$ cat src/rtl/video_tint_pkg.sv
// Shared definitions for the video tint palette colouriser.
//   DEFAULT_TINT_RGB8 : reset contents of the tint palette, 8 bits per channel
//   sl_mode_e         : scanline darkening modes applied on odd lines
//   sync_t            : sync/blank bundle carried down the pixel pipeline
//   rep8              : bit-replicates an intensity level to 8 bits
package video_tint_pkg;

  // white, green, amber, cyan; all further entries are white
  localparam logic [23:0] DEFAULT_TINT_RGB8 [16] = '{
    24'hFFFFFF, 24'h33FF33, 24'hFFCC00, 24'h40FFA6,
    24'hFFFFFF, 24'hFFFFFF, 24'hFFFFFF, 24'hFFFFFF,
    24'hFFFFFF, 24'hFFFFFF, 24'hFFFFFF, 24'hFFFFFF,
    24'hFFFFFF, 24'hFFFFFF, 24'hFFFFFF, 24'hFFFFFF
  };

  typedef enum logic [1:0] {SL_OFF, SL_75, SL_50, SL_25} sl_mode_e;

  typedef struct packed {
    logic hs;
    logic vs;
    logic hblank;
    logic vblank;
  } sync_t;

  // Repeat the level's bit pattern MSB-first across 8 bits so that the
  // maximum level maps to FF and level 0 maps to 00 for any width.
  function automatic logic [7:0] rep8(input logic [3:0] lvl, input int bits);
    logic [7:0] r;
    logic [1:0] idx;
    r = '0;
    for (int i = 0; i < 8; i++) begin
      idx = 2'(bits - 1 - (i % bits));
      r[7-i] = lvl[idx];
    end
    return r;
  endfunction

endpackage

$ cat src/rtl/video_tint_palette_if.sv
// Pixel stream / palette port bundle of video_tint_palette.
//   slave  : the colouriser (takes pixels, syncs, tint/palette controls;
//            drives RGB, delayed syncs/blanks, line parity)
//   master : the machine core side driving the stream
interface video_tint_palette_if #(
  parameter int PIX_BITS  = 1,
  parameter int OUT_BITS  = 6,
  parameter int NUM_TINTS = 4
);
  localparam int TW = $clog2(NUM_TINTS);

  logic                  ce_pix;
  logic [PIX_BITS-1:0]   pix_in;
  logic                  hs_in, vs_in, hblank_in, vblank_in;
  logic [TW-1:0]         tint_sel;
  logic [1:0]            scanlines;
  logic                  pal_wr;
  logic [TW-1:0]         pal_addr;
  logic [3*OUT_BITS-1:0] pal_data;
  logic [OUT_BITS-1:0]   r_out, g_out, b_out;
  logic                  hs_out, vs_out, hblank_out, vblank_out;
  logic                  line_odd;

  modport slave (
    input  ce_pix, pix_in, hs_in, vs_in, hblank_in, vblank_in,
           tint_sel, scanlines, pal_wr, pal_addr, pal_data,
    output r_out, g_out, b_out, hs_out, vs_out, hblank_out, vblank_out,
           line_odd
  );

  modport master (
    output ce_pix, pix_in, hs_in, vs_in, hblank_in, vblank_in,
           tint_sel, scanlines, pal_wr, pal_addr, pal_data,
    input  r_out, g_out, b_out, hs_out, vs_out, hblank_out, vblank_out,
           line_odd
  );
endinterface

$ cat src/rtl/video_tint_scale.sv
// One colour channel of the intensity scaler: scaled = (base * (lrep+1)) >> 8.
//   base   : palette channel value
//   lrep   : intensity level replicated to 8 bits
//   scaled : base scaled by intensity (level 0 -> 0, full level -> base)
module video_tint_scale #(
  parameter int OUT_BITS = 6
) (
  input  logic [OUT_BITS-1:0] base,
  input  logic [7:0]          lrep,
  output logic [OUT_BITS-1:0] scaled
);
  // base <= 255 and lrep+1 <= 256, so 16 bits hold the product
  logic [15:0] prod;

  assign prod   = 16'(base) * (16'(lrep) + 16'd1);
  assign scaled = OUT_BITS'(prod >> 8);
endmodule

$ cat src/rtl/video_tint_palette.sv
// Mono-to-RGB pixel colouriser with writable tint palette, frame-latched
// tint selection and odd-line scanline darkening.
//   clk_sys    : system clock
//   reset_in_n : asynchronous active-low reset
//   vif        : pixel stream, syncs, tint/palette controls in; RGB,
//                delayed syncs/blanks and undelayed line parity out
// Three ce_pix-gated stages: palette read, intensity scale, shade/blank.
module video_tint_palette
  import video_tint_pkg::*;
#(
  parameter int PIX_BITS  = 1,
  parameter int OUT_BITS  = 6,
  parameter int NUM_TINTS = 4
) (
  input logic clk_sys,
  input logic reset_in_n,
  video_tint_palette_if.slave vif
);
  localparam int TW = $clog2(NUM_TINTS);
  typedef logic [2:0][OUT_BITS-1:0] rgb_t;  // [2]=R [1]=G [0]=B

  function automatic rgb_t dflt(input int i);
    logic [23:0] d;
    d = DEFAULT_TINT_RGB8[i];
    return {d[23 -: OUT_BITS], d[15 -: OUT_BITS], d[7 -: OUT_BITS]};
  endfunction

  // palette: writes are not gated by ce_pix
  rgb_t pal [NUM_TINTS];

  always_ff @(posedge clk_sys or negedge reset_in_n) begin
    if (!reset_in_n) begin
      for (int i = 0; i < NUM_TINTS; i++) pal[i] <= dflt(i);
    end else if (vif.pal_wr) begin
      for (int i = 0; i < NUM_TINTS; i++)
        if (vif.pal_addr == TW'(i)) pal[i] <= vif.pal_data;
    end
  end

  // tint request, out-of-range entries fall back to 0
  logic [TW-1:0] tint_req;
  if ((1 << TW) == NUM_TINTS) begin : g_pow2
    assign tint_req = vif.tint_sel;
  end else begin : g_clip
    assign tint_req = (vif.tint_sel < TW'(NUM_TINTS)) ? vif.tint_sel : '0;
  end

  // sync edge detection runs every clock
  logic          hs_q, vs_q, line_odd;
  logic          hs_rise, vs_rise;
  logic [TW-1:0] tint_act;

  assign hs_rise = vif.hs_in & ~hs_q;
  assign vs_rise = vif.vs_in & ~vs_q;

  always_ff @(posedge clk_sys or negedge reset_in_n) begin
    if (!reset_in_n) begin
      hs_q     <= 1'b0;
      vs_q     <= 1'b0;
      line_odd <= 1'b0;
      tint_act <= '0;
    end else begin
      hs_q <= vif.hs_in;
      vs_q <= vif.vs_in;
      if (vs_rise) begin      // frame start wins over a coincident line start
        line_odd <= 1'b0;
        tint_act <= tint_req;
      end else if (hs_rise) begin
        line_odd <= ~line_odd;
      end
    end
  end

  assign vif.line_odd = line_odd;

  // pipeline
  logic [PIX_BITS-1:0] s1_pix;
  rgb_t                s1_base, s2_rgb, s3_rgb, scaled, shade;
  sync_t               s1_sync, s2_sync, s3_sync;
  logic                s1_odd, s2_odd;
  sl_mode_e            s1_sl, s2_sl;
  logic [7:0]          lrep;

  assign lrep = rep8(4'(s1_pix), PIX_BITS);

  for (genvar c = 0; c < 3; c++) begin : g_ch
    video_tint_scale #(.OUT_BITS(OUT_BITS)) u_scale (
      .base  (s1_base[c]),
      .lrep  (lrep),
      .scaled(scaled[c])
    );
  end

  always_comb begin
    shade = s2_rgb;
    if (s2_odd) begin
      for (int c = 0; c < 3; c++) begin
        case (s2_sl)
          SL_75:   shade[c] = s2_rgb[c] - (s2_rgb[c] >> 2);
          SL_50:   shade[c] = s2_rgb[c] >> 1;
          SL_25:   shade[c] = s2_rgb[c] >> 2;
          default: shade[c] = s2_rgb[c];
        endcase
      end
    end
    if (s2_sync.hblank || s2_sync.vblank) shade = '0;
  end

  always_ff @(posedge clk_sys or negedge reset_in_n) begin
    if (!reset_in_n) begin
      s1_pix  <= '0;
      s1_base <= '0;
      s1_sync <= '0;
      s1_odd  <= 1'b0;
      s1_sl   <= SL_OFF;
      s2_rgb  <= '0;
      s2_sync <= '0;
      s2_odd  <= 1'b0;
      s2_sl   <= SL_OFF;
      s3_rgb  <= '0;
      s3_sync <= '0;
    end else if (vif.ce_pix) begin
      s1_pix  <= vif.pix_in;
      s1_base <= pal[tint_act];
      s1_sync <= '{hs: vif.hs_in, vs: vif.vs_in,
                   hblank: vif.hblank_in, vblank: vif.vblank_in};
      s1_odd  <= line_odd;
      s1_sl   <= sl_mode_e'(vif.scanlines);  // mode travels with its pixel
      s2_rgb  <= scaled;
      s2_sync <= s1_sync;
      s2_odd  <= s1_odd;
      s2_sl   <= s1_sl;
      s3_rgb  <= shade;
      s3_sync <= s2_sync;
    end
  end

  assign vif.r_out      = s3_rgb[2];
  assign vif.g_out      = s3_rgb[1];
  assign vif.b_out      = s3_rgb[0];
  assign vif.hs_out     = s3_sync.hs;
  assign vif.vs_out     = s3_sync.vs;
  assign vif.hblank_out = s3_sync.hblank;
  assign vif.vblank_out = s3_sync.vblank;
endmodule

$ cat src/flat_wrapper.sv
// flat-port wrapper written by rule: the top's interface ports become plain ports
module video_tint_palette_flat import video_tint_pkg::*;
#(
  parameter int PIX_BITS  = 1,
  parameter int OUT_BITS  = 6,
  parameter int NUM_TINTS = 4
)
  (clk_sys, reset_in_n, vif_ce_pix, vif_pix_in, vif_hs_in, vif_vs_in, vif_hblank_in, vif_vblank_in, vif_tint_sel, vif_scanlines, vif_pal_wr, vif_pal_addr, vif_pal_data, vif_r_out, vif_g_out, vif_b_out, vif_hs_out, vif_vs_out, vif_hblank_out, vif_vblank_out, vif_line_odd);
  video_tint_palette_if #(.PIX_BITS(PIX_BITS), .OUT_BITS(OUT_BITS), .NUM_TINTS(NUM_TINTS)) vif_i ();
  input logic clk_sys;
  input logic reset_in_n;
  input wire logic [$bits(vif_i.ce_pix)-1:0] vif_ce_pix;
  input wire logic [$bits(vif_i.pix_in)-1:0] vif_pix_in;
  input wire logic [$bits(vif_i.hs_in)-1:0] vif_hs_in;
  input wire logic [$bits(vif_i.vs_in)-1:0] vif_vs_in;
  input wire logic [$bits(vif_i.hblank_in)-1:0] vif_hblank_in;
  input wire logic [$bits(vif_i.vblank_in)-1:0] vif_vblank_in;
  input wire logic [$bits(vif_i.tint_sel)-1:0] vif_tint_sel;
  input wire logic [$bits(vif_i.scanlines)-1:0] vif_scanlines;
  input wire logic [$bits(vif_i.pal_wr)-1:0] vif_pal_wr;
  input wire logic [$bits(vif_i.pal_addr)-1:0] vif_pal_addr;
  input wire logic [$bits(vif_i.pal_data)-1:0] vif_pal_data;
  output wire logic [$bits(vif_i.r_out)-1:0] vif_r_out;
  output wire logic [$bits(vif_i.g_out)-1:0] vif_g_out;
  output wire logic [$bits(vif_i.b_out)-1:0] vif_b_out;
  output wire logic [$bits(vif_i.hs_out)-1:0] vif_hs_out;
  output wire logic [$bits(vif_i.vs_out)-1:0] vif_vs_out;
  output wire logic [$bits(vif_i.hblank_out)-1:0] vif_hblank_out;
  output wire logic [$bits(vif_i.vblank_out)-1:0] vif_vblank_out;
  output wire logic [$bits(vif_i.line_odd)-1:0] vif_line_odd;
  assign vif_i.ce_pix = vif_ce_pix;
  assign vif_i.pix_in = vif_pix_in;
  assign vif_i.hs_in = vif_hs_in;
  assign vif_i.vs_in = vif_vs_in;
  assign vif_i.hblank_in = vif_hblank_in;
  assign vif_i.vblank_in = vif_vblank_in;
  assign vif_i.tint_sel = vif_tint_sel;
  assign vif_i.scanlines = vif_scanlines;
  assign vif_i.pal_wr = vif_pal_wr;
  assign vif_i.pal_addr = vif_pal_addr;
  assign vif_i.pal_data = vif_pal_data;
  assign vif_r_out = vif_i.r_out;
  assign vif_g_out = vif_i.g_out;
  assign vif_b_out = vif_i.b_out;
  assign vif_hs_out = vif_i.hs_out;
  assign vif_vs_out = vif_i.vs_out;
  assign vif_hblank_out = vif_i.hblank_out;
  assign vif_vblank_out = vif_i.vblank_out;
  assign vif_line_odd = vif_i.line_odd;
  video_tint_palette #(.PIX_BITS(PIX_BITS), .OUT_BITS(OUT_BITS), .NUM_TINTS(NUM_TINTS)) u_core (.clk_sys(clk_sys), .reset_in_n(reset_in_n), .vif(vif_i));
endmodule
$ cat config.mk
export PLATFORM = sky130hd
export DESIGN_NAME = video_tint_palette_flat
export DESIGN_NICKNAME = d
export VERILOG_FILES = /design/src/rtl/video_tint_pkg.sv /design/src/rtl/video_tint_palette_if.sv /design/src/rtl/video_tint_scale.sv /design/src/rtl/video_tint_palette.sv /design/src/flat_wrapper.sv
export SDC_FILE = /design/constraint.sdc
export NUM_CORES = 1
export LEC_CHECK = 0
export BUFFER_PORTS_ARGS = -buffer_cell sky130_fd_sc_hd__buf_2
export CAP_MARGIN = 40
export CORE_MARGIN = 2
export CORE_UTILIZATION = 55
export DETAILED_ROUTE_END_ITERATION = 12
export PLACE_DENSITY = 0.74
export SYNTH_ARGS = -nofsm -noshare
export SYNTH_HDL_FRONTEND = slang
export SYNTH_SLANG_ARGS = --single-unit
$ cat constraint.sdc
create_clock -name clk_sys -period 2.1 [get_ports clk_sys]
set_input_delay 0.63 -clock clk_sys [delete_from_list [all_inputs] [get_ports clk_sys]]
set_output_delay 0.63 -clock clk_sys [all_outputs]
set_load 0.01 [all_outputs]
Yosys cells after proc, flatten, opt, wreduce, memory -nomap -nowiden
Cells that the tools add are included.
{ "totals": {"ramBits": 0, "regBits": 150, "rom_bits": 0, "latch_bits": 0, "n_memories": 0, "inputBits": 33} }
{ "op_classes": {"n_reduce_logical": 7, "add_sub_neg": 4, "muxes": 10, "div": 0, "n_bitwise": 6, "n_eq_ne": 6, "n_shift": 0, "mul": 3, "magnitude_cmp": 1} }
{ "ops": {"columns": ["op", "n"], "rows": [
  ["$mux 18", 4],
  ["$pmux 6 s3", 3],
  ["$mul 6x16->14", 3],
  ["$bmux 18 s2", 1],
  ["$sub 6x4->6", 3],
  ["$add 8x1->9 const B", 1],
  ["$eq 2x2->1 const B", 4],
  ["$reduce_and 2->1", 4],
  ["$eq 2x1->1 const B", 2],
  ["$ge 3x3->1 const B", 1],
  ["$not 1->1", 3],
  ["$not 2->3", 1],
  ["$and 1x1->1", 2],
  ["$logic_not 2->1", 1],
  ["$mux 1", 2],
  ["$reduce_bool 2->1", 1],
  ["$logic_or 1x1->1", 1]
]} }

Longest topological paths before layout
Gate-level depths: netlist of run 1.
{ "logic_depth": {"depth_word": 4, "ltp_mapped": 9} }

Cells and area by module
From an unflattened synthesis of run 1, not the netlist that was laid out.
{ "unflattened": {"cells_unflattened": 1090, "area_unflattened_um2": 11798.8} }
{ "modules_own_cells": {"columns": ["mod", "n_inst", "area_per_inst_um2", "cells_each", "seq_area_each_um2"], "rows": [
  ["video_tint_palette", 1, 7035.5, 534, 3813.7],
  ["video_tint_scale (u_core.g_ch[1].u_scale)", 1, 1620.3, 191, 0.0],
  ["video_tint_scale (u_core.g_ch[2].u_scale)", 1, 1577.8, 184, 0.0],
  ["video_tint_scale (u_core.g_ch[0].u_scale)", 1, 1565.3, 181, 0.0]
]} }

Worst setup path before layout of run 1
OpenSTA, ideal clock, no wires.
{ "synth_path": {"path_kind": "register to register", "start": "register u_core.s2_rgb[6] (netlist bit)", "end": "register u_core.s3_rgb (netlist bit u_core.vif.g_out[2])", "stages_incl_launch_ff": 9, "setup_slack_ns": 0.416, "setup_ns": 0.121, "t_required_ns": 1.979, "path_buffers": 0, "arrival_ns": 1.563, "path_cell_list": "dfrtp_1 -> inv_1 -> ha_1 -> inv_1 -> fa_1 -> xor2_1 -> o21ai_0 -> o221ai_1 -> a22o_1"} }
{ "synth_via": {"elab_chain_len": 4} }
{ "synth_rtl": {"columns": ["item", "line", "text"], "rows": [
  ["from (decl)", "video_tint_palette.sv:78", "rgb_t s1_base, s2_rgb, s3_rgb, scaled, shade;"],
  ["from (signal assigned)", "video_tint_palette.sv:129", "s2_rgb <= scaled;"],
  ["$sub 6x4->6", "video_tint_palette.sv:99", "SL_75: shade[c] = s2_rgb[c] - (s2_rgb[c] >> 2);"],
  ["$pmux 6 s3", "video_tint_palette.sv:98", "case (s2_sl)"],
  ["$mux 18", "video_tint_palette.sv:96", "if (s2_odd) begin"],
  ["$mux 18", "video_tint_palette.sv:106", "if (s2_sync.hblank || s2_sync.vblank) shade = '0;"],
  ["to (signal assigned)", "video_tint_palette.sv:120", "s3_rgb <= '0;"],
  ["to (signal assigned)", "video_tint_palette.sv:133", "s3_rgb <= shade;"],
  ["to (decl)", "video_tint_palette.sv:78", null]
]} }
Every way passes these cells.
A chain may end at the register's enable or synchronous reset.

Worst setup path after layout of run 1
{ "layout_path": {"start": "register u_core.s2_rgb[16] (netlist bit)", "end": "register u_core.s3_rgb (netlist bit u_core.vif.r_out[5])"} }
The elaborated chain is that of the path after synthesis.

==> flow_metrics.py, run 1 <==
metrics = {
    "clock_tree": {
        "clk_pin_slew_ns": 0.06,
        "cts-root-buf": "clkbuf_16",
        "postCtsHoldBufs": 0,
        "cts_buffers": 17,
        "cts_htree_levels": 4,
        "post_cts_buffers": 0,
        "cts.sinks": 150,
        "ctsResizeCount": 0,
        "insertion_delay_ns": 0.42,
        "clock_path_buffers": 2,
        "cts_tree": "yes",
    },
    "place": {
        "dp.cells": 729,
        "numPortBuffers": 55,
        "place_congestion": 0.904,
        "hpwl_um": 9030,
        "placed_area_um2": 7590,
    },
    "cells_and_area": {
        "n_antenna_cell": 0,
        "multi_input_area_um2": 3000,
        "ff_latch_area_um2": 3810,
        "fin_cells": 761,
        "finalInstanceArea_um2": 8220,
        "final_nets": 624,
        "drive_above_1_share_pct": 47.5,
        "area_delta_synth_final_pct": 16.5,
        "n_fill_cell": 918,
        "final_cell_mix": "102 x mux2_2, 102 x dfrtp_1, 54 x buf_2",
        "final_core_util_pct": 65.4,
    },
    "timing": {
        "rsz0062_at_grt": "false",
        "hold_viol_final": 0,
        "fin_hold_ws_ns": 0.149,
        "max_freq_ghz": 0.525,
        "period_minus_slack_ns": 1.91,
        "tns_ns": 0,
        "min_period_over_period_pct": 90.7,
        "setup_viol": 0,
        "relSlewSlack_pct": 41.7,
        "slew_viol_final": 0,
        "clock_skew_ns": 0.00488,
        "tightest_slew_ns": 0.874,
    },
    "grt": {
        "grt_pass1_wl_um": 22200,
        "grt_pass1_vias": 4456,
        "grt_usage_pct": 21.5,
        "antenna_found_initial": 0,
        "grt_max_degree": 74,
        "globalRouteOverflowTotal": 0,
    },
    "logic_synthesis": {
        "yosysTopAreaCellShare_pct": 36.2,
        "synth.top_cells.by_area": "dfrtp_1 36%, dfstp_2 18%, mux2_2 16%",
        "avgSynthCellArea_um2": 13.8,
        "yosysSeqAreaShare_pct": 54.1,
        "yosys_warnings": 0,
        "ys_types": 40,
        "syn-num-nets": 561,
        "synthCells": 513,
        "syn-cell-area_um2": 7050,
        "yosys.area.top_type": "dfrtp_1",
        "ys_seq_elements": 150,
    },
    "routing": {
        "postRouteAntennaNets": 0,
        "wl_um": 13500,
        "drc": 0,
        "detail_route.wl_per_cell_um": 17.7,
        "vias": 4268,
        "first_pass_iters": 4,
        "viasPerCell": 5.61,
        "drt_iter0_markers": 166,
    },
    "power": {
        "vdd_drop_max_mv": 0.661,
        "p_per_area_nw_per_um2": 1130,
        "power_leakage_nw": 3.62,
    },
    "floorplanning": {
        "start_util_pct": 56.1,
        "fp.dieH_um": 117,
        "die_width_um": 117,
        "dieArea_um2": 13700,
        "row_count": 41,
        "io_pins": 56,
        "core_um2": 12600,
    },
    "critical_path": {
        "start_kind": "flip-flop",
        "critPathCaptureType": "flip-flop",
        "ff2ff_setup_slack_ns": 0.19,
        "cp_max_fo": 4,
        "path_class": "reg -> reg",
        "rr_worst_depth": 7,
        "reg2reg_to": "u_core.vif.r_out[5]",
        "critPathArrivalTime_ns": 2.21,
        "crit_required_ns": 2.41,
        "reg2reg_from": "u_core.s2_rgb[16]",
    },
    "run_status": {
        "status": "completed",
    },
    "worst_hold_path": {
        "hold_path.class": "in -> async",
    },
    "flow_run": {
        "max_cap_viol_count": 0,
    },
}
-- worst max-delay path by stage --
stage | from | to | slack [ns] | cells past startpoint
floorplan | u_core.s2_rgb[6] | u_core.vif.g_out[2] | 0.42 | 8
global placement | u_core.s2_rgb[16] | u_core.vif.r_out[5] | 0.29 | 7
detailed placement | u_core.s2_rgb[6] | u_core.vif.g_out[4] | 0.28 | 9
CTS | u_core.s2_rgb[16] | u_core.vif.r_out[5] | 0.23 | 7
global route | u_core.s2_rgb[6] | u_core.vif.g_out[2] | 0.10 | 8
finish | u_core.s2_rgb[16] | u_core.vif.r_out[5] | 0.19 | 7
-- synth_stat cells --
master,instances
inv_1,21
buf_12,1
a2111oi_2,3
o2bb2ai_1,9
nor2_1,14
nand3_1,22
o221ai_1,4
mux4_2,9
a22o_1,4
dfrtp_1,102
a21oi_1,17
buf_2,17
mux4_1,9
o21ai_0,33
dfstp_2,48
o211ai_1,6
nor2b_1,4
fa_1,3
ha_1,12
mux2_2,102
nor3b_1,1
xnor2_1,7
nor3_2,1
o21ai_1,2
a211oi_1,2
nand3_2,1
buf_6,1
buf_4,2
a21o_1,11
nand3b_2,2
xor2_1,6
nand2b_1,4
clkbuf_1,5
mux2_4,9
inv_2,1
nand2_4,1
o21a_1,2
nand2_1,9
mux2i_1,3
buf_1,3
-- where the power goes --
part	leakage [nW]	switching (mW)	internal, mW
Combinational	1.55	0.962	1.13
Sequential	1.77	0.431	3.61
Clock	0.307	1.11	2.07
Total	3.62	2.50	6.82
-- logic make-up (layout without fill, tap and decap cells) --
group / after synthesis / count (layout) / share of synthesized area, %
simple gates: 59 / 59 / 4.36
compound gates: 93 / 93 / 8.67
fa+ha+maj: 15 / 15 / 2.98
xor+xnor: 13 / 13 / 1.61
mux: 132 / 132 / 24.8
flops: 150 / 150 / 54.1
buf+inv: 51 / 127 / 3.46
-- worst max-delay path, cell delays in order, from the launching register on --
cell and delay, ns:
dfrtp_1 0.42, inv_1 0.14, ha_1 0.34, nor2_1 0.11, a21oi_1 0.08, a2111oi_2 0.46, xnor2_1 0.17, o2bb2ai_1 0.07
-- sequential cells by signal, summed over array words and instances (netlist names) --
| register | count |
|---|---|
| u_core.s1_sl | 2 |
| u_core.pal | 72 |
| u_core.vif.vs_out | 1 |
| u_core.vs_q | 1 |
| u_core.vif.hs_out | 1 |
| u_core.s2_rgb | 18 |
| u_core.s1_odd | 1 |
| u_core.vif.b_out | 6 |
| u_core.s1_sync | 4 |
| u_core.s2_odd | 1 |
| u_core.vif.g_out | 6 |
| u_core.hs_q | 1 |
| u_core.tint_act | 2 |
| u_core.s2_sync | 4 |
| u_core.vif.r_out | 6 |
| u_core.vif.vblank_out | 1 |
| u_core.s2_sl | 2 |
| u_core.s1_pix | 1 |
| u_core.s1_base | 18 |
| u_core.vif.line_odd | 1 |
| u_core.vif.hblank_out | 1 |
-- routing by layer --
| layer | wire (um) | share of wire (%) | GRT usage [%] |
|---|---|---|---|
| met1 | 5950 | 44 | 27.6 |
| met2 | 6690 | 50 | 34.8 |
| met3 | 579 | 4.3 | 6.02 |
| met4 | 261 | 1.9 | 8.47 |
| met5 | 0 | 0 | 0 |
-- cell type report --
type | count | share of cell area, %
Clock buffer | 23 | 5.82
Inverter | 22 | 1.00
Sequential cell | 150 | 46.4
Multi-Input combinational cell | 312 | 36.5
Timing Repair Buffer | 73 | 5.83
Clock inverter | 9 | 1.80
Tap cell | 172 | 2.62
-- metrics by stage --
step	total power [mW]	worst slack, ns
final	9.32	0.194
after global routing	9.80	0.102
after CTS	9.39	0.226
after detailed placement	6.17	0.284
after global placement	6.04	0.291
after floorplan	5.54	0.416
Note: power is estimated with default switching activity, not from simulation.
==> run 2, diff against run 1 <==
--- a/config.mk
+++ b/config.mk
@@ -7,6 +7,7 @@
 export LEC_CHECK = 0
 export BUFFER_PORTS_ARGS = -buffer_cell sky130_fd_sc_hd__buf_2
 export CAP_MARGIN = 40
+export CORE_ASPECT_RATIO = 1.25
 export CORE_MARGIN = 2
 export CORE_UTILIZATION = 55
 export DETAILED_ROUTE_END_ITERATION = 12
==> run 2 against run 1 <==
Effect of this change: highest routed layer unchanged; worst setup slack improved by 0.032 ns; die area about the same; first-iteration DRC count is 8.4% lower; core utilization is 0.75 points lower; largest cell class unchanged; critical path type unchanged; sequential power is essentially flat.
==> flow_metrics.py, run 2 (same netlist as run 1, synthesis figures left out) <==
metrics = {
    "run_status": {
        "status": "completed",
    },
    "critical_path": {
        "critPathArrivalTime_ns": 2.17,
        "crit_required_ns": 2.39,
        "cp_max_fo": 4,
        "path_class": "reg -> reg",
        "start_kind": "flip-flop",
        "ff2ff_setup_slack_ns": 0.23,
        "critPathCaptureType": "flip-flop",
        "startpoint": "u_core.s2_rgb[16]",
        "reg2reg_to": "u_core.vif.r_out[5]",
        "reg2reg_from": "u_core.s2_rgb[16]",
        "rr_worst_depth": 7,
    },
    "cells_and_area": {
        "largestRegisters": "u_core.pal x72, u_core.s1_base x18, u_core.s2_rgb x18",
        "largest_register_ffs": 72,
        "final_nets": 622,
        "finalInstanceArea_um2": 8150,
        "final_cell_mix": "102 x mux2_2, 102 x dfrtp_1, 54 x buf_2",
        "final_core_util_pct": 64.6,
        "n_antenna_cell": 0,
        "drive_above_1_share_pct": 47.5,
        "regMostFlops": "u_core.pal",
        "area_delta_synth_final_pct": 15.5,
    },
    "routing": {
        "first_pass_iters": 5,
        "drc": 0,
        "viasPerCell": 5.65,
        "wl_um": 13300,
        "drt_iter0_markers": 152,
        "vias": 4262,
        "postRouteAntennaNets": 0,
        "detail_route.wl_per_cell_um": 17.6,
    },
    "grt": {
        "grt_pass1_wl_um": 22000,
        "grt_max_degree": 74,
        "globalRouteOverflowTotal": 0,
        "grt_usage_pct": 20.5,
        "antenna_found_initial": 0,
        "grt_pass1_vias": 4371,
    },
    "power": {
        "swShare_pct": 27.8,
        "power_leakage_nw": 3.57,
        "comb_power_share_pct": 22.9,
        "p_per_area_nw_per_um2": 1110,
        "intPower_mw": 6.55,
        "clkPwrFrac_pct": 32.4,
        "p_total_mw": 9.07,
        "vdd_drop_max_mv": 0.654,
        "switchingPower_mw": 2.52,
        "p_seq_share_pct": 44.6,
    },
    "clock_tree": {
        "cts-root-buf": "clkbuf_16",
        "postCtsHoldBufs": 0,
        "clock_path_buffers": 2,
        "ctsResizeCount": 0,
        "cts_htree_levels": 4,
        "clk_pin_slew_ns": 0.06,
        "cts.sinks": 150,
        "cts_buffers": 17,
        "post_cts_buffers": 0,
        "insertion_delay_ns": 0.41,
        "cts_tree": "yes",
    },
    "place": {
        "placed_area_um2": 7560,
        "numPortBuffers": 55,
        "hpwl_um": 9020,
        "place_congestion": 0.887,
    },
    "timing": {
        "max_freq_ghz": 0.534,
        "tightest_slew_ns": 0.908,
        "tns_ns": 0,
        "hold_viol_final": 0,
        "clock_skew_ns": 0.00770,
        "setup_viol": 0,
        "fin_hold_ws_ns": 0.112,
        "slew_viol_final": 0,
        "min_period_over_period_pct": 89.2,
        "rsz0062_at_grt": "false",
        "period_minus_slack_ns": 1.87,
        "relSlewSlack_pct": 39.5,
    },
    "floorplanning": {
        "io_pins": 56,
        "dieArea_um2": 13800,
        "fp.dieH_um": 131,
        "die_width_um": 105,
        "core_um2": 12600,
        "row_count": 46,
        "start_util_pct": 56.0,
    },
    "flow_run": {
        "max_cap_viol_count": 0,
    },
    "worst_hold_path": {
        "hold_path.class": "in -> async",
    },
}
-- run 2: worst max-delay path by stage --
stage,endpoint,slack (ns),depth (start not counted)
after CTS,u_core.vif.r_out[5],0.23,7
after floorplan,u_core.vif.g_out[2],0.42,8
after global routing,u_core.vif.b_out[4],0.08,8
after detailed placement,u_core.vif.r_out[5],0.25,7
final,u_core.vif.r_out[5],0.23,7
after global placement,u_core.vif.g_out[4],0.30,9
-- run 2: stage by stage --
step | std cells | setup slack, ns
finish | 755 | 0.226
global route | 755 | 0.0817
CTS | 755 | 0.229
detailed placement | 723 | 0.246
global placement | 723 | 0.302
floorplan | 513 | 0.416
-- run 2: layout make-up --
type,count,area [um^2]
fill,917,4460
sequential,150,3810
multi-input combinational,312,3000
clock buffer,20,458
timing repair buffer,71,452
tap,168,210
clock inverter,12,129
inverter,22,82.6
-- run 2: critical path, stage by stage (launching register included) --
cell       delay [ns]
dfrtp_1          0.41
inv_1            0.16
ha_1             0.29
nor2_1           0.15
a21oi_1          0.10
a2111oi_2        0.41
xnor2_1          0.17
o2bb2ai_1        0.07
-- run 2: power groups by stage --
stage	clock network (mW)	logic, mW	registers (mW)
2_1_floorplan	0	1.60	3.93
3_3_place_gp	0	2.01	4.04
3_5_place_dp	0	2.07	4.09
4_1_cts	3.00	2.09	4.05
5_1_grt	3.14	2.30	4.13
6_report	2.94	2.08	4.05
-- run 2: metal layers --
metal  vias to the layer above  track usage, %  share of wire (%)
met5                         -               0                  0
met4                         0            7.45                2.1
met3                        21            4.71                3.4
met2                        86            34.8                 51
met1                      2153            26.0                 43
li1                       2002               -                  -
==> run 3, diff against run 2 <==
--- a/config.mk
+++ b/config.mk
@@ -5,7 +5,7 @@
 export SDC_FILE = /design/constraint.sdc
 export NUM_CORES = 1
 export LEC_CHECK = 0
-export BUFFER_PORTS_ARGS = -buffer_cell sky130_fd_sc_hd__buf_2
+export BUFFER_PORTS_ARGS = -buffer_cell sky130_fd_sc_hd__clkbuf_2
 export CAP_MARGIN = 40
 export CORE_ASPECT_RATIO = 1.25
 export CORE_MARGIN = 2
==> constraint.sdc (replaced) <==
create_clock -name clk_sys -period 2.3 [get_ports clk_sys]
set_input_delay 0.69 -clock clk_sys [delete_from_list [all_inputs] [get_ports clk_sys]]
set_output_delay 0.69 -clock clk_sys [all_outputs]
set_load 0.01 [all_outputs]
==> run 3 against run 2 <==
Effect of this change: core utilization is essentially flat; combinational power shrank 7%; maximum frequency shrank 0.88%; sequential share of layout area is essentially flat; critical path depth grew 2; largest power group unchanged; critical path type unchanged.
==> flow_metrics.py, run 3 (same netlist as run 1, synthesis figures left out) <==
metrics = {
    "routing": {
        "first_pass_iters": 4,
        "wl_um": 13700,
        "viasPerCell": 5.69,
        "postRouteAntennaNets": 0,
        "detail_route.wl_per_cell_um": 18.2,
        "drc": 0,
        "vias": 4293,
        "drt_iter0_markers": 167,
    },
    "timing": {
        "period_minus_slack_ns": 1.89,
        "max_freq_ghz": 0.529,
        "relSlewSlack_pct": 60.6,
        "min_period_over_period_pct": 82.2,
        "slew_viol_final": 0,
        "rsz0062_at_grt": "false",
        "tightest_slew_ns": 0.591,
        "tns_ns": 0,
        "hold_viol_final": 0,
        "worst_slack_ns": 0.409,
        "clock_skew_ns": 0.00858,
        "setup_viol": 0,
    },
    "clock_tree": {
        "ctsResizeCount": 0,
        "cts-root-buf": "clkbuf_16",
        "insertion_delay_ns": 0.42,
        "clk_pin_slew_ns": 0.07,
        "clock_path_buffers": 2,
        "cts_htree_levels": 4,
        "cts_tree": "yes",
        "post_cts_buffers": 0,
        "cts_buffers": 17,
        "postCtsHoldBufs": 0,
        "cts.sinks": 150,
    },
    "grt": {
        "met1_usage_pct": 26.0,
        "top_usage_layer": "met2",
        "use_met2_pct": 37.4,
        "grt_usage_pct": 21.5,
        "globalRouteOverflowTotal": 0,
        "antenna_found_initial": 0,
        "grt_max_degree": 74,
        "grt_pass1_wl_um": 23000,
        "gr-usage-met3_pct": 4.12,
        "grt_pass1_vias": 4633,
    },
    "critical_path": {
        "crit_required_ns": 2.65,
        "start_kind": "flip-flop",
        "critical_path.slowest_cell": "fa_1",
        "critPathArrivalTime_ns": 2.24,
        "path_class": "reg -> reg",
        "cpMostUsedCell": "inv_1",
        "cp_cell_sequence": "inv_1, ha_1, inv_1, fa_1, a21o_1, a21oi_1, xnor2_1, nor2_1, o2bb2ai_1",
        "critPathCaptureType": "flip-flop",
        "cp_max_fo": 2,
        "critPathMaxStageDelay_ns": 0.41,
    },
    "cells_and_area": {
        "final_nets": 621,
        "regMostFlops": "u_core.pal",
        "n_antenna_cell": 0,
        "area_delta_synth_final_pct": 15.5,
        "drive_above_1_share_pct": 47.4,
        "largestRegisters": "u_core.pal x72, u_core.s1_base x18, u_core.s2_rgb x18",
        "largest_register_ffs": 72,
        "final_cell_mix": "102 x mux2_2, 102 x dfrtp_1, 54 x clkbuf_2",
    },
    "floorplanning": {
        "io_pins": 56,
        "die_width_um": 105,
        "dieArea_um2": 13800,
        "start_util_pct": 56.0,
        "fp.dieH_um": 131,
        "row_count": 46,
        "core_um2": 12600,
    },
    "flow_run": {
        "max_cap_viol_count": 0,
    },
    "place": {
        "place_ws_ns": 0.440,
        "hpwl_um": 9170,
        "numPortBuffers": 55,
        "place_congestion": 0.885,
    },
    "worst_hold_path": {
        "hold_path.class": "in -> async",
    },
    "power": {
        "p_per_area_nw_per_um2": 1030,
        "vdd_drop_max_mv": 0.592,
        "power_leakage_nw": 3.57,
    },
    "run_status": {
        "status": "completed",
    },
}
[run 3: cell count changes in the layout (fill, tap and decap cells not counted), sizes merged]
cell / change
clkbuf: +54
bufinv: +1
clkinvlp: -1
buf: -55
[run 3: metal layers]
layer  vias up  share of wire, %  wire, um
met5         -                 0         0
met4         0               2.1       284
met3        23               3.1       426
met2       106                53      7230
met1      2176                42      5800
li1       1988                 -         -
[run 3: layout make-up]
| type | instances | area, um^2 |
|---|---|---|
| Sequential cell | 150 | 3810 |
| Tap cell | 168 | 210 |
| Timing Repair Buffer | 70 | 439 |
| Fill cell | 940 | 4460 |
| Inverter | 22 | 82.6 |
| Clock inverter | 12 | 155 |
| Multi-Input combinational cell | 312 | 3000 |
| Clock buffer | 20 | 447 |
[run 3: metrics by stage]
stage | utilization (%) | hold slack (ns) | instance area [um^2] | power, mW | cells
floorplan | - | 0.394 | 7050 | 5.06 | 513
global placement | 59.8 | 0.471 | 7530 | 5.50 | 721
detailed placement | 59.9 | 0.471 | 7550 | 5.63 | 722
CTS | 64.7 | 0.215 | 8150 | 8.48 | 754
global route | 64.7 | 0.239 | 8150 | 8.83 | 754
finish | 64.7 | 0.205 | 8150 | 8.42 | 754
[run 3: worst max-delay path: cells and delay by family, from the launching register on]
kind	cells	cell delay [ns]
buffers and inverters	2	0.16
AOI/OAI and AO/OA	3	0.50
adders and majority gates	2	0.58
xor gates and xnor gates	1	0.14
and+or+nand+nor	1	0.06
DFF	1	0.38
[run 3: power by group]
| part | internal (mW) | switching (mW) |
|---|---|---|
| Sequential | 3.30 | 0.395 |
| Clock | 1.73 | 1.07 |
| Combinational | 1.02 | 0.907 |
| Total | 6.05 | 2.37 |
[run 3: worst paths after layout]
check	from	endpoint	slack [ns]	cells after the start
max in group asynchronous	reset_in_n	u_core.pal[32]	1.41	2
max	u_core.s2_rgb[12]	u_core.vif.r_out[4]	0.41	9
min reg2reg	u_core.vif.r_out[2]	u_core.vif.r_out[2]	0.48	1
max reg2reg	u_core.s2_rgb[12]	u_core.vif.r_out[4]	0.41	9
min in group clk_sys	vif_vs_in	u_core.vs_q	0.41	1
min	reset_in_n	u_core.s2_sl[1]	0.20	1
